===== config.mk =====
export PLATFORM = sky130hd
export DESIGN_NAME = serial_deserializer_flat
export DESIGN_NICKNAME = d
export VERILOG_FILES = /design/src/rtl/serial_deserializer_if.sv /design/src/rtl/serial_deserializer.sv /design/src/flat_wrapper.sv
export SDC_FILE = /design/constraint.sdc
export NUM_CORES = 1
export LEC_CHECK = 0
export ABC_AREA = 1
export BUFFER_PORTS_ARGS = -buffer_cell sky130_fd_sc_hd__buf_4
export CORE_MARGIN = 5
export CORE_UTILIZATION = 53
export DETAILED_ROUTE_END_ITERATION = 6
export GPL_TIMING_DRIVEN = 0
export PLACE_DENSITY = 0.76
export SETUP_SLACK_MARGIN = 0.3
export SYNTH_ARGS = -nofsm -noshare
export SYNTH_HDL_FRONTEND = slang
export SYNTH_SLANG_ARGS = --single-unit

===== constraint.sdc =====
create_clock -name clk -period 1.6 [get_ports clk]
set_input_delay 0.16 -clock clk [delete_from_list [all_inputs] [get_ports clk]]
set_output_delay 0.16 -clock clk [all_outputs]
set_load 0.03 [all_outputs]

===== src/rtl/serial_deserializer_if.sv =====
// +----------------------------------------------------------------------------+
// | serial_deserializer_if : serial-in / word-out handshake bundle              |
// | Optional: DESER_PARITY_EN adds parity_err.      Revision: 1.0               |
// +----------------------------------------------------------------------------+
`default_nettype none

interface serial_deserializer_if #(
    parameter int WIDTH = 8
);
    logic             start;
    logic             msb_first;
    logic             bit_valid;
    logic             sin;
    logic [WIDTH-1:0] data_out;
    logic             data_valid;
    logic             data_ready;
    logic             busy;
    logic             overrun;
    logic             clr_overrun;
`ifdef DESER_PARITY_EN
    logic             parity_err;

    modport master (
        output start, msb_first, bit_valid, sin, data_ready, clr_overrun,
        input  data_out, data_valid, busy, overrun, parity_err
    );

    modport slave (
        input  start, msb_first, bit_valid, sin, data_ready, clr_overrun,
        output data_out, data_valid, busy, overrun, parity_err
    );
`else
    modport master (
        output start, msb_first, bit_valid, sin, data_ready, clr_overrun,
        input  data_out, data_valid, busy, overrun
    );

    modport slave (
        input  start, msb_first, bit_valid, sin, data_ready, clr_overrun,
        output data_out, data_valid, busy, overrun
    );
`endif
endinterface

`default_nettype wire


===== src/rtl/serial_deserializer.sv =====
// +----------------------------------------------------------------------------+
// | serial_deserializer : WIDTH-bit serial receiver, LSB/MSB-first per frame,   |
// | double-buffered output. Optional: DESER_PARITY_EN.      Revision: 1.0       |
// +----------------------------------------------------------------------------+
`default_nettype none

module serial_deserializer #(
    parameter int WIDTH = 8
) (
    input  logic                 clk,
    input  logic                 rst,
    serial_deserializer_if.slave bus
);
    localparam int               CNT_W  = $clog2(WIDTH);
    localparam logic [CNT_W-1:0] C_LAST = CNT_W'(WIDTH - 1);

`ifdef DESER_PARITY_EN
    typedef enum logic [1:0] {
        S_IDLE   = 2'd0,
        S_RECV   = 2'd1,
        S_PARITY = 2'd2
    } state_t;
`else
    typedef enum logic [0:0] {
        S_IDLE = 1'b0,
        S_RECV = 1'b1
    } state_t;
`endif

    state_t           state_q;
    logic [WIDTH-1:0] sreg_q;
    logic [WIDTH-1:0] sreg_d;
    logic [WIDTH-1:0] data_q;
    logic [CNT_W-1:0] cnt_q;
    logic             msb_q;
    logic             valid_q;
    logic             busy_q;
    logic             ovr_q;
    logic             w_out_free;
`ifdef DESER_PARITY_EN
    logic             perr_q;
`endif

    always_comb begin
        sreg_d = msb_q ? {sreg_q[WIDTH-2:0], bus.sin} : {bus.sin, sreg_q[WIDTH-1:1]};
    end

    // The holding register can take a new word if empty or being drained this cycle.
    assign w_out_free = !valid_q || bus.data_ready;

    always_ff @(posedge clk) begin
        if (rst) begin
            state_q <= S_IDLE;
            sreg_q  <= '0;
            data_q  <= '0;
            cnt_q   <= '0;
            msb_q   <= 1'b0;
            valid_q <= 1'b0;
            busy_q  <= 1'b0;
            ovr_q   <= 1'b0;
`ifdef DESER_PARITY_EN
            perr_q  <= 1'b0;
`endif
        end else begin
            if (valid_q && bus.data_ready) begin
                valid_q <= 1'b0;
            end
            if (bus.clr_overrun) begin
                ovr_q <= 1'b0;
            end

            case (state_q)
                S_IDLE: begin
                    if (bus.start) begin
                        state_q <= S_RECV;
                        busy_q  <= 1'b1;
                        cnt_q   <= '0;
                        msb_q   <= bus.msb_first;
                    end
                end
                S_RECV: begin
                    if (bus.bit_valid) begin
                        sreg_q <= sreg_d;
                        if (cnt_q == C_LAST) begin
                            cnt_q <= '0;
`ifdef DESER_PARITY_EN
                            state_q <= S_PARITY;
`else
                            state_q <= S_IDLE;
                            busy_q  <= 1'b0;
                            if (w_out_free) begin
                                data_q  <= sreg_d;
                                valid_q <= 1'b1;
                            end else begin
                                ovr_q <= 1'b1;
                            end
`endif
                        end else begin
                            cnt_q <= cnt_q + 1'b1;
                        end
                    end
                end
`ifdef DESER_PARITY_EN
                S_PARITY: begin
                    if (bus.bit_valid) begin
                        state_q <= S_IDLE;
                        busy_q  <= 1'b0;
                        if (w_out_free) begin
                            data_q  <= sreg_q;
                            valid_q <= 1'b1;
                            perr_q  <= (^sreg_q) ^ bus.sin;
                        end else begin
                            ovr_q <= 1'b1;
                        end
                    end
                end
`endif
                default: begin
                    state_q <= S_IDLE;
                    busy_q  <= 1'b0;
                end
            endcase
        end
    end

    assign bus.data_out   = data_q;
    assign bus.data_valid = valid_q;
    assign bus.busy       = busy_q;
    assign bus.overrun    = ovr_q;
`ifdef DESER_PARITY_EN
    assign bus.parity_err = perr_q;
`endif

endmodule

`default_nettype wire


===== src/flat_wrapper.sv =====
// flat-port wrapper written by rule: the top's interface ports become plain ports
module serial_deserializer_flat 
#(
    parameter int WIDTH = 8
)
  (clk, rst, bus_start, bus_msb_first, bus_bit_valid, bus_sin, bus_data_ready, bus_clr_overrun, bus_data_out, bus_data_valid, bus_busy, bus_overrun);
  serial_deserializer_if #(.WIDTH(WIDTH)) bus_i ();
  input  logic clk;
  input  logic rst;
  input wire logic [$bits(bus_i.start)-1:0] bus_start;
  input wire logic [$bits(bus_i.msb_first)-1:0] bus_msb_first;
  input wire logic [$bits(bus_i.bit_valid)-1:0] bus_bit_valid;
  input wire logic [$bits(bus_i.sin)-1:0] bus_sin;
  input wire logic [$bits(bus_i.data_ready)-1:0] bus_data_ready;
  input wire logic [$bits(bus_i.clr_overrun)-1:0] bus_clr_overrun;
  output wire logic [$bits(bus_i.data_out)-1:0] bus_data_out;
  output wire logic [$bits(bus_i.data_valid)-1:0] bus_data_valid;
  output wire logic [$bits(bus_i.busy)-1:0] bus_busy;
  output wire logic [$bits(bus_i.overrun)-1:0] bus_overrun;
  assign bus_i.start = bus_start;
  assign bus_i.msb_first = bus_msb_first;
  assign bus_i.bit_valid = bus_bit_valid;
  assign bus_i.sin = bus_sin;
  assign bus_i.data_ready = bus_data_ready;
  assign bus_i.clr_overrun = bus_clr_overrun;
  assign bus_data_out = bus_i.data_out;
  assign bus_data_valid = bus_i.data_valid;
  assign bus_busy = bus_i.busy;
  assign bus_overrun = bus_i.overrun;
  serial_deserializer #(.WIDTH(WIDTH)) u_core (.clk(clk), .rst(rst), .bus(bus_i));
endmodule

* After elaboration in Yosys (flattened, before gate mapping)
Index checks and enable logic that the tools add are counted.
** Storage, ports and cells
- Register bits after elaboration :: 24
- Output and inout bits :: 11
- Input bits :: 8
- Logic and storage cells :: 45
** Cells by class
- Bitwise gates (word level) :: 1
- Multiplexer cells :: 23
- Reductions and logical operators :: 8
- Equality and inequality tests :: 4
- Add/sub/neg operators :: 1
** Operator list (count)
- $mux 1 :: 16
- $mux 3 :: 3
- $mux 8 :: 1
- $ne 2x2->1 const B :: 3
- $pmux 3 s2 :: 1
- $reduce_and 2->1 :: 3
- $pmux 1 s2 :: 2
- $reduce_and 4->1 :: 1
- $add 3x1->3 const B :: 1
- $eq 3x3->1 const B :: 1
- $reduce_and 3->1 :: 1
- $logic_and 1x1->1 :: 1
- $logic_not 1->1 :: 1
- $logic_or 1x1->1 :: 1
- $not 1->1 :: 1

* Longest topological paths before layout
- Depth after elaboration :: 6
- Gate-level depth with buffers :: 8
- Mapped depth without buffers :: 7

* Worst setup path after synthesis
OpenSTA, ideal clock, no wires.
- Kind :: register to register
- Start point :: reg u_core.cnt_q[0]
- End point :: reg u_core.data_q[3] (netlist: u_core.bus.data_out[3])
- Period minus slack after synthesis :: 1.274 ns
- Arrival time :: 1.160 ns
- Path slack :: 0.326 ns
- Library setup time :: 0.113 ns
- Stages on the path, launching flop included :: 9
- Data required time :: 1.487 ns
- Path buffers :: 1
- Path through :: dfxtp_1 -> ha_1 -> ha_1 -> nand3_2 -> nor2_4 -> buf_6 -> nand2_1 -> nand2_1 -> nor2_1
** On the way
- Cells in the longest elaborated chain, start to end :: 2
** RTL lines
- from (decl) :: RTL line serial_deserializer.sv:34 : logic [CNT_W-1:0] cnt_q;
- from (signal assigned) :: RTL line serial_deserializer.sv:99 : cnt_q <= cnt_q + 1'b1;
- $eq 3x3->1 :: RTL line serial_deserializer.sv:84 : if (cnt_q == C_LAST) begin
- $reduce_and 4->1 (no line)
- to (signal assigned) :: RTL line serial_deserializer.sv:92 : data_q <= sreg_d;
- to (decl) :: RTL line serial_deserializer.sv:33 : logic [WIDTH-1:0] data_q;
Every way passes these cells.
A chain may end at the register's enable or synchronous reset.

* Worst setup path in the final report
Ends and elaborated chain as after synthesis.

==> results by stage <==
Power:
- The cell internal power dissipation is 812 uW.
- The power dissipated by switching net loads is 276 uW.
- The part of the total power dissipated in the clock network is ~30%.
- Across the VDD grid, the largest voltage drop is 463 uV.
- For this design the static power due to leakage is 0.595 nW.
- Registers are responsible for around 58% of the overall power.
- Combinational logic is responsible for 12.1% of the overall power.
- Dividing total power by cell area gives a power density of 814 nW/um^2.
- Of the total power, the share spent switching nets is 25.3%.

Synth:
- The cell type contributing the most total cell area after synthesis is sky130_fd_sc_hd__dfxtp_1.
- During synthesis, Yosys emitted a total of 0 warnings.
- The number of flops mapped to enable cells by yosys is 0.
- The cell with the most instances after synthesis is sky130_fd_sc_hd__nand2_1.
- After synthesis, the largest area contributor takes up 46.2% of total cell area.
- Sorting the synthesized cells by how often they occur yields sky130_fd_sc_hd__nand2_1 (32), sky130_fd_sc_hd__dfxtp_1 (24), sky130_fd_sc_hd__nor2_1 (22).
- The synthesized area per cell is around 7.4 sq um.
- By area the synthesized netlist is led by sky130_fd_sc_hd__dfxtp_1 (46%), sky130_fd_sc_hd__nand2_1 (12%), sky130_fd_sc_hd__nor2_1 (7.9%).
- After synthesis the cells add up to ~1000 sq um.
- Synthesis produced roughly 140 cells.
- The most instantiated flip-flop cell in the synthesis netlist is sky130_fd_sc_hd__dfxtp_1.
- For this run, asynchronously set or reset flops after synthesis account for 0%.
- The portion of the post-synthesis area used by sequential elements is 46.2%.
- In this run, distinct cell masters in the synthesized netlist total 18.
- When the netlist entered floorplanning its net count stood at approximately 150.
- The flip-flop and latch count after synthesis is 24.

Floorplanning:
- The I/O pin count is 19.
- From left edge to right edge, the die measures 54.3 microns.
- The floorplan step defined a die boundary enclosing 2950 sq um.
- For this configuration, the core starts out at a cell density of 54.2%.
- The total area inside the core boundary comes to 1920 sq um.
- The vertical die dimension is ~54 microns.
- The floorplan has 16 rows.

Clock network:
- Clock-pin slew was measured on the worst setup and hold paths at 130 ps.
- The clock tree buffer depth is 2.
- In this run, CTS created clock tree buffers numbering 3.
- TritonCTS built the clock tree.
- The cell sitting at the root of the clock tree is a sky130_fd_sc_hd__clkbuf_4.
- The count of H-tree levels built during CTS is 1.
- For the worst-skew pair, the clock arrives at the later sink with an insertion delay of 320 ps.
- Clock tree synthesis found a total of 24 sinks.

Timing:
- Setup repair after global routing could not meet its margin everywhere.
- The clock tree skew after final layout is 1.55 ps.
- Headroom to the max-slew limit came out at between 70 and 80%.
- The timing-limited maximum frequency is approximately 770 MHz.
- The worst slack on hold paths is 29.5 ps.
- For the pin with the worst max-slew slack, the measured transition is between 300 and 400 ps.
- The final hold violation count is 0.
- Setup slack on the critical path of the routed design comes to between 200 and 300 ps.
- In the finished design, the share of the clock period the worst path needs comes to 81.4%.
- The minimum clock period is 1300 ps.
- The final number of setup-violating endpoints is 0.
- After routing, the total negative slack on setup checks comes to 0 ps.
- The final max-slew violation count came to 0.

Route:
- The total wire length after detailed routing is 2.15 mm.
- In the routed layout, each cell is associated on average with a via count of 4.89.
- The average wire per cell in the routed design is 11.0 microns.
- The first-iteration detailed-routing DRC count is 29.
- The detail route stage leaves a number of antenna-violating nets equal to 0.
- The number of DRC violations after detailed routing is 0.
- The via count is 958.
- The first detailed-routing pass took 4 iterations.

Layout:
- The post-route netlist has between 20% and 30% of its cells at a drive strength greater than 1.
- The final-stage net count is about 180.
- The number of antenna diodes in the final layout is 0.
- The finished cells cover 1340 sq um.
- Relative to the synthesized area, the layout overhead comes to 28.5%.

Global routing:
- The via count of the first global-routing pass came to 880.
- The total routing resource utilization after global routing is ~17%.
- The first global-routing pass estimated between 3 and 4 mm of wire.
- The initial antenna violation count came to 0.
- Summed over all layers, the global routing overflow is 0.
- The maximum number of pins on one net before global-route repair is 14.

Status:
- The flow ran to the end, and the final reports show no timing, DRC or antenna violations.

Placed design:
- The number of port buffers is 18.
- The placed instance area is around 1200 sq um.
- OpenSTA, run right after detailed placement, puts the worst setup slack at 170 ps.
- The final HPWL from detailed placement is approximately 1.5 mm.
- The congestion estimate from routability-driven global placement came to 0.812.

Setup path:
- STA puts the critical path data arrival time at about 1500 ps.
- The kind of start point of the critical path is a register.
- The critical path is of the reg -> reg type.
- STA puts the critical path data required time at 1830 ps.
- STA classifies the critical path endpoint as a register.
- In this run the worst path has a maximum fanout of 5.
- The length in cells of the worst reg-to-reg path is 8.

Flow run:
- Across the run, the number of max-cap violations was 0.

Worst hold path:
- The cell depth of the worst min-delay path is 2.
- The min-delay analysis places its worst path in the category in -> reg.
[metal layers]
layer  wire [microns]  global-route usage [%]  up-vias
met5                0                       0        -
met4               30                    7.47        0
met3               87                    3.27        4
met2             1030                    28.7       23
met1             1000                    20.6      431
li1                 -                       -      500
[final timing paths]
kind / end / startpoint / slack, ps
worst max-delay path: u_core.bus.data_out[3]$_SDFFE_PP0P_ / u_core.cnt_q[0]$_SDFFE_PP0P_ / 300
worst min-delay path: u_core.cnt_q[1]$_SDFFE_PP0P_ / rst / 30
worst min register to register: u_core.cnt_q[1]$_SDFFE_PP0P_ / u_core.cnt_q[1]$_SDFFE_PP0P_ / 490
worst max register to register: u_core.bus.data_out[3]$_SDFFE_PP0P_ / u_core.cnt_q[0]$_SDFFE_PP0P_ / 300
[repair_timing]
| action | 4_1_cts | 5_1_grt |
|---|---|---|
| gates cloned | 1 | 0 |
| gates resized for setup | 8 | 6 |
| buffers inserted | 3 | 2 |
| endpoints found under the setup margin | 8 | 9 |
| hold buffers | 0 | 0 |
| pin swaps | 2 | 6 |
[state kept, by name, summed over array words and instances, names as in the netlist]
name and cells:
u_core.cnt_q 3, u_core.sreg_q 8, u_core.msb_q 1, u_core.state_q 1, u_core.bus.data_out 8, u_core.bus.busy 1, u_core.bus.overrun 1, u_core.bus.data_valid 1
[power by group through the flow]
stage,clock [mW],sequential (mW),combinational [mW]
2_1_floorplan,0,0.645,0.0826
3_3_place_gp,0,0.644,0.121
3_5_place_dp,0,0.645,0.124
4_1_cts,0.327,0.633,0.129
5_1_grt,0.354,0.637,0.151
6_report,0.323,0.634,0.131
[cell families after synthesis]
family	Yosys count	synth area share (%)
adders and majority gates	3	3.61
AOI/OAI and AO/OA	33	16.3
DFF	24	46.2
buffers and inverters	22	10.7
and+or+nand+nor	59	23.2
[worst max-delay path: stages, from the launching register on]
cell,delay (ps)
sky130_fd_sc_hd__dfxtp_2,380
sky130_fd_sc_hd__ha_4,150
sky130_fd_sc_hd__ha_4,140
sky130_fd_sc_hd__nand3_4,80
sky130_fd_sc_hd__nor2_4,170
sky130_fd_sc_hd__buf_6,140
sky130_fd_sc_hd__nand2_2,40
sky130_fd_sc_hd__nand2_1,60
sky130_fd_sc_hd__nor2_1,50
[layout make-up]
type	count	area, sq um
multi-input combinational	95	489
fill	174	584
tap	27	33.8
inverter	16	60.1
clock buffer	4	36.3
timing repair buffer	24	184
sequential	24	483
buffer	6	51.3
[placed cells by master (no fill, tap or decap), types with 2 or more instances in the layout]
cell                        n
sky130_fd_sc_hd__buf_6      4
sky130_fd_sc_hd__o21ai_1    4
sky130_fd_sc_hd__o21ai_0   14
sky130_fd_sc_hd__ha_4       2
sky130_fd_sc_hd__nor2_2     2
sky130_fd_sc_hd__nand2_2    3
sky130_fd_sc_hd__a21oi_1   13
sky130_fd_sc_hd__buf_4     24
sky130_fd_sc_hd__nor2_1    22
sky130_fd_sc_hd__inv_1     14
sky130_fd_sc_hd__dfxtp_1   22
sky130_fd_sc_hd__inv_2      2
sky130_fd_sc_hd__buf_2      2
sky130_fd_sc_hd__clkbuf_4   3
sky130_fd_sc_hd__nand2_1   29
sky130_fd_sc_hd__dfxtp_2    2
[through the flow]
step	instances	total power, mW	util (%)
floorplan	141	0.728	-
global placement	186	0.765	63.0
detailed placement	186	0.769	63.0
CTS	194	1.09	68.3
global route	196	1.14	69.6
finish	196	1.09	69.6
Note: power is estimated with default switching activity, not from simulation.
